`config.mk`:
```
export PLATFORM = sky130hd
export DESIGN_NAME = wb_port_arbiter
export DESIGN_NICKNAME = d
export VERILOG_FILES = /design/src/rtl/wb_port_arbiter.sv
export SDC_FILE = /design/constraint.sdc
export NUM_CORES = 1
export LEC_CHECK = 0
export ABC_AREA = 1
export BUFFER_PORTS_ARGS = -buffer_cell sky130_fd_sc_hd__buf_2
export CORE_MARGIN = 2
export CORE_UTILIZATION = 50
export CTS_CLUSTER_DIAMETER = 60
export DETAILED_ROUTE_END_ITERATION = 10
export PLACE_DENSITY = 0.82
export SLEW_MARGIN = 20
export SYNTH_ARGS = -nofsm -noshare
export SYNTH_HDL_FRONTEND = slang
export SYNTH_SLANG_ARGS = --single-unit
```
`constraint.sdc`:
```
create_clock -name clk -period 2.77 [get_ports clk]
set_clock_uncertainty 0.15 [all_clocks]
set_input_delay 0.1385 -clock clk [delete_from_list [all_inputs] [get_ports clk]]
set_output_delay 0.1385 -clock clk [all_outputs]
set_load 0.02 [all_outputs]
```
`src/rtl/wb_port_arbiter.sv`:
```
// Purpose : shares the register-file write port between pipeline WB and a multi-cycle unit,
//           queuing multi-cycle results and tracking their destinations for hazard stalls.
// Latency : pipeline writes appear 1 edge after WB; queued results pop no earlier than 1 edge after accept.
// Backpr. : mc_ready=0 while the FIFO is full; pipe_hold asks the pipeline for a bubble.
// Ports   : clk/reset; RegWrite/write_reg/write_back_data (pipeline WB in);
//           mc_valid/mc_write_reg/mc_write_data/mc_ready (multi-cycle result in);
//           issue_valid/issue_dest (scoreboard set); rs/rt/mc_busy_stall (hazard query);
//           pipe_hold; RegWrite_out/write_reg_out/write_back_data_out (registered RF write port).
module wb_port_arbiter #(
    parameter int DEPTH        = 2,
    parameter int STARVE_LIMIT = 4
) (
    input  logic        clk,
    input  logic        reset,
    input  logic        RegWrite,
    input  logic [4:0]  write_reg,
    input  logic [31:0] write_back_data,
    input  logic        mc_valid,
    input  logic [4:0]  mc_write_reg,
    input  logic [31:0] mc_write_data,
    output logic        mc_ready,
    input  logic        issue_valid,
    input  logic [4:0]  issue_dest,
    input  logic [4:0]  rs,
    input  logic [4:0]  rt,
    output logic        mc_busy_stall,
    output logic        pipe_hold,
    output logic        RegWrite_out,
    output logic [4:0]  write_reg_out,
    output logic [31:0] write_back_data_out
);

    localparam int AW = $clog2(DEPTH);
    localparam int PW = AW + 1;
    localparam int CW = $clog2(STARVE_LIMIT + 1);
    localparam logic [CW-1:0] LIMIT = CW'(STARVE_LIMIT);

    logic [4:0]    fifo_dest [DEPTH];
    logic [31:0]   fifo_data [DEPTH];
    logic [PW-1:0] wr_ptr;
    logic [PW-1:0] rd_ptr;
    logic [31:0]   busy;
    logic [31:0]   busy_nxt;
    logic [CW-1:0] starve_cnt;

    logic          empty;
    logic          full;
    logic          pipe_win;
    logic          pop;
    logic          push;
    logic          accept;
    logic [4:0]    head_dest;
    logic [31:0]   head_data;

    assign empty     = (wr_ptr == rd_ptr);
    // Extra MSB distinguishes full from empty when the index bits match.
    assign full      = (wr_ptr[AW] != rd_ptr[AW]) && (wr_ptr[AW-1:0] == rd_ptr[AW-1:0]);
    assign mc_ready  = !full;
    assign pipe_win  = RegWrite && (write_reg != 5'd0);
    assign pop       = !pipe_win && !empty;
    assign accept    = mc_valid && !full;
    // r0 results are handshaken but never stored.
    assign push      = accept && (mc_write_reg != 5'd0);
    assign head_dest = fifo_dest[rd_ptr[AW-1:0]];
    assign head_data = fifo_data[rd_ptr[AW-1:0]];

    assign mc_busy_stall = busy[rs] | busy[rt];
    assign pipe_hold     = full || (starve_cnt == LIMIT);

    // Set is applied after clear so a same-cycle reissue of the popped dest stays pending.
    always_comb begin
        busy_nxt = busy;
        if (pop) begin
            busy_nxt[head_dest] = 1'b0;
        end
        if (issue_valid) begin
            busy_nxt[issue_dest] = 1'b1;
        end
        busy_nxt[0] = 1'b0;
    end

    always_ff @(posedge clk) begin
        if (push) begin
            fifo_dest[wr_ptr[AW-1:0]] <= mc_write_reg;
            fifo_data[wr_ptr[AW-1:0]] <= mc_write_data;
        end
    end

    always_ff @(posedge clk) begin
        if (reset) begin
            wr_ptr              <= '0;
            rd_ptr              <= '0;
            busy                <= '0;
            starve_cnt          <= '0;
            RegWrite_out        <= 1'b0;
            write_reg_out       <= 5'd0;
            write_back_data_out <= 32'd0;
        end else begin
            if (push) begin
                wr_ptr <= wr_ptr + PW'(1);
            end
            if (pop) begin
                rd_ptr <= rd_ptr + PW'(1);
            end
            busy <= busy_nxt;

            if (pop || empty) begin
                starve_cnt <= '0;
            end else if (pipe_win && (starve_cnt != LIMIT)) begin
                starve_cnt <= starve_cnt + CW'(1);
            end

            // Address/data hold their last value on idle cycles.
            if (pipe_win) begin
                RegWrite_out        <= 1'b1;
                write_reg_out       <= write_reg;
                write_back_data_out <= write_back_data;
            end else if (pop) begin
                RegWrite_out        <= 1'b1;
                write_reg_out       <= head_dest;
                write_back_data_out <= head_data;
            end else begin
                RegWrite_out        <= 1'b0;
            end
        end
    end

endmodule

```
==> impl_metrics.json <==
{
  "required_ns": 2.93,
  "final_nets": 1152,
  "syn-cell-area_mm2": 0.00703,
  "vias": 6565,
  "worstSetupStartpointType": "register",
  "cts_buffers": 17,
  "avgSynthCellArea_um2": 8.29,
  "drive_above_1_share": 0.214,
  "hold_class": "in -> reg",
  "synth_top_cell_area_share": 0.316,
  "synth_seq_cells": 151,
  "post-place-ws_ns": 0.599,
  "ys_top_cells_by_count": "318 x nand2_1, 110 x nand3_1, 91 x inv_1",
  "die_height_um": 123,
  "clock_path_buffers": 2,
  "synth_fp_nets": 943,
  "cts-root-buf": "clkbuf_16",
  "synth-edff-count": 74,
  "synth_area_leader_cell": "edfxtp_1",
  "dr.pass1.iters": 6,
  "fin_setup_tns_ns": 0,
  "setup_ws_ns": 0.452,
  "path_cells": "xnor2_2 -> nand2_2 -> nand2_4 -> clkinv_2 -> buf_12 -> nand2_1 -> nand3_1 -> nand2_1 -> inv_1",
  "path_delay_family": "buffers and inverters",
  "fp.dieW_um": 123,
  "cts_tree": "yes",
  "fin_crit_ns": 2.32,
  "slowest_stage": "dfxtp_1",
  "setup_violations": 0,
  "grt_pass1_vias": 6531,
  "drc": 0,
  "p_per_area_mw_per_mm2": 687,
  "area_growth_pct": 31.5,
  "synth_flop_cell": "dfxtp_1",
  "hpwl_um": 12000,
  "clkSinkCount": 151,
  "fmax_ghz": 0.431,
  "ant_nets": 0,
  "synthTopCellsByArea": "edfxtp_1 32%, dfxtp_1 22%, nand2_1 17%, nand3_1 7.8%, mux2_2 5.1%",
  "max-vdd-ir-drop_mv": 0.401,
  "ys_warn_count": 0,
  "status": "completed",
  "synth-seq-area-share": 0.536,
  "hold_violations": 0,
  "tightest_slew_ns": 0.923,
  "insertion_delay_ns": 0.42,
  "initial_utilization": 0.508,
  "grt_overflow": 0,
  "drt-initial-drc-count": 454,
  "critical_path_class": "reg -> reg",
  "ctsResizeCount": 0,
  "path_buf_inv": 3,
  "postSynthCellCount": 847,
  "antenna_found_initial": 1,
  "slew_headroom": 0.380,
  "power_uw": 6340,
  "clk_pin_slew_ns": 0.06,
  "stdcell_count": 1250,
  "cp_max_fo": 38,
  "wire_per_inst_um": 15.6,
  "synth.most_common_cell": "nand2_1",
  "cpPeakStageDelay_ns": 0.51,
  "drt-total-wl_um": 19500,
  "drv_slew": 0,
  "synth.distinct_cells": 32,
  "rsz0062_at_grt": "false",
  "rows": 43,
  "post-route-util": 0.668,
  "grt_pass1_wl_um": 31200,
  "port_buffers": 134,
  "coreArea_mm2": 0.0138,
  "grt.total_usage": 0.269,
  "htreeDepth": 4,
  "gp_routability_congestion": 0.859,
  "die_area_mm2": 0.0150,
  "via_per_inst": 5.25,
  "power.leakage_uw": 0.00414,
  "cts_hold_buf": 80,
  "max_cap_viol_count": 0,
  "path_common_cell": "nand2_1",
  "endpoint_kind": "register",
  "postCtsSetupBuffers": 0,
  "io_pins": 135,
  "cp.arrival_ns": 2.48,
  "dp.cells": 1137,
  "grt_start_max_net_pins": 39,
  "period_share": 0.837,
  "synthArstFlopShare": 0
}
worst paths after layout:
path                                  to  cells after the start          start  slack (ns)
setup / recovery  write_back_data_out[5]                      9      wr_ptr[0]        0.45
hold / removal                   busy[4]                      4  issue_dest[0]        0.03
setup reg to reg  write_back_data_out[5]                      9      wr_ptr[0]        0.45
hold reg to reg                  busy[5]                      2        busy[5]        0.32
sequential cells by signal (all words and copies together) (netlist names), named ones only:
register,count
RegWrite_out,1
fifo_data,64
rd_ptr,2
write_reg_out,5
starve_cnt,3
busy,31
wr_ptr,2
write_back_data_out,32
fifo_dest,10
placed cells by master, fill, tap and decap left out, types with 8 or more instances in the layout:
| master | instances |
|---|---|
| nor3_1 | 10 |
| inv_1 | 91 |
| nor2_1 | 25 |
| buf_4 | 8 |
| edfxtp_1 | 74 |
| nand2_1 | 318 |
| clkbuf_16 | 17 |
| a21oi_1 | 34 |
| dfxtp_1 | 76 |
| nand3_1 | 110 |
| buf_2 | 134 |
| dlygate4sd3_1 | 80 |
| mux2_2 | 32 |
kinds of logic (layout without fill, tap and decap cells):
family          count (synthesis)  in the layout  share of synthesized area
compound gates                 50             50                     0.0379
xor+xnor                        4              4                    0.00606
fa+ha+maj                       2              2                    0.00356
buf+inv                       129            351                     0.0810
flops                         151            151                      0.536
mux                            32             32                     0.0513
other cells                     0              1                          0
simple gates                  479            479                      0.284
stage by stage:
step / instance area [um^2] / hold WS (ns)
2_1_floorplan: 7030 / 0.0874
4_1_cts: 9240 / 0.0145
3_3_place_gp: 7830 / 0.176
5_1_grt: 9240 / 0.0507
6_report: 9240 / 0.0294
3_5_place_dp: 7830 / 0.179
power by group:
group	internal, uW	total [uW]	switching [uW]
Clock	1470	2380	909
Sequential	2550	2650	107
Combinational	491	1310	818
worst min-delay path, cell delays in order:
cell and delay [ns]:
buf_2 0.11, nor3_1 0.14, nand2_1 0.10, a21oi_1 0.06
final cells by class:
| type | instances | area [um^2] |
|---|---|---|
| fillers | 975 | 4590 |
| flip-flops and latches | 151 | 3760 |
| multi-input cells | 567 | 2710 |
| repair buffers | 224 | 1570 |
| clock buffers | 22 | 464 |
| inverters | 95 | 358 |
| well taps | 180 | 225 |
| clock inverters | 10 | 143 |
| diodes | 1 | 2.50 |
per-layer routing:
metal  global-route usage  routed length [um]
met1                0.305                7360
met2                0.475                9960
met3               0.0646                1610
met4                0.127                 576
met5                    0                   0
(Power assumes the default switching activity.)
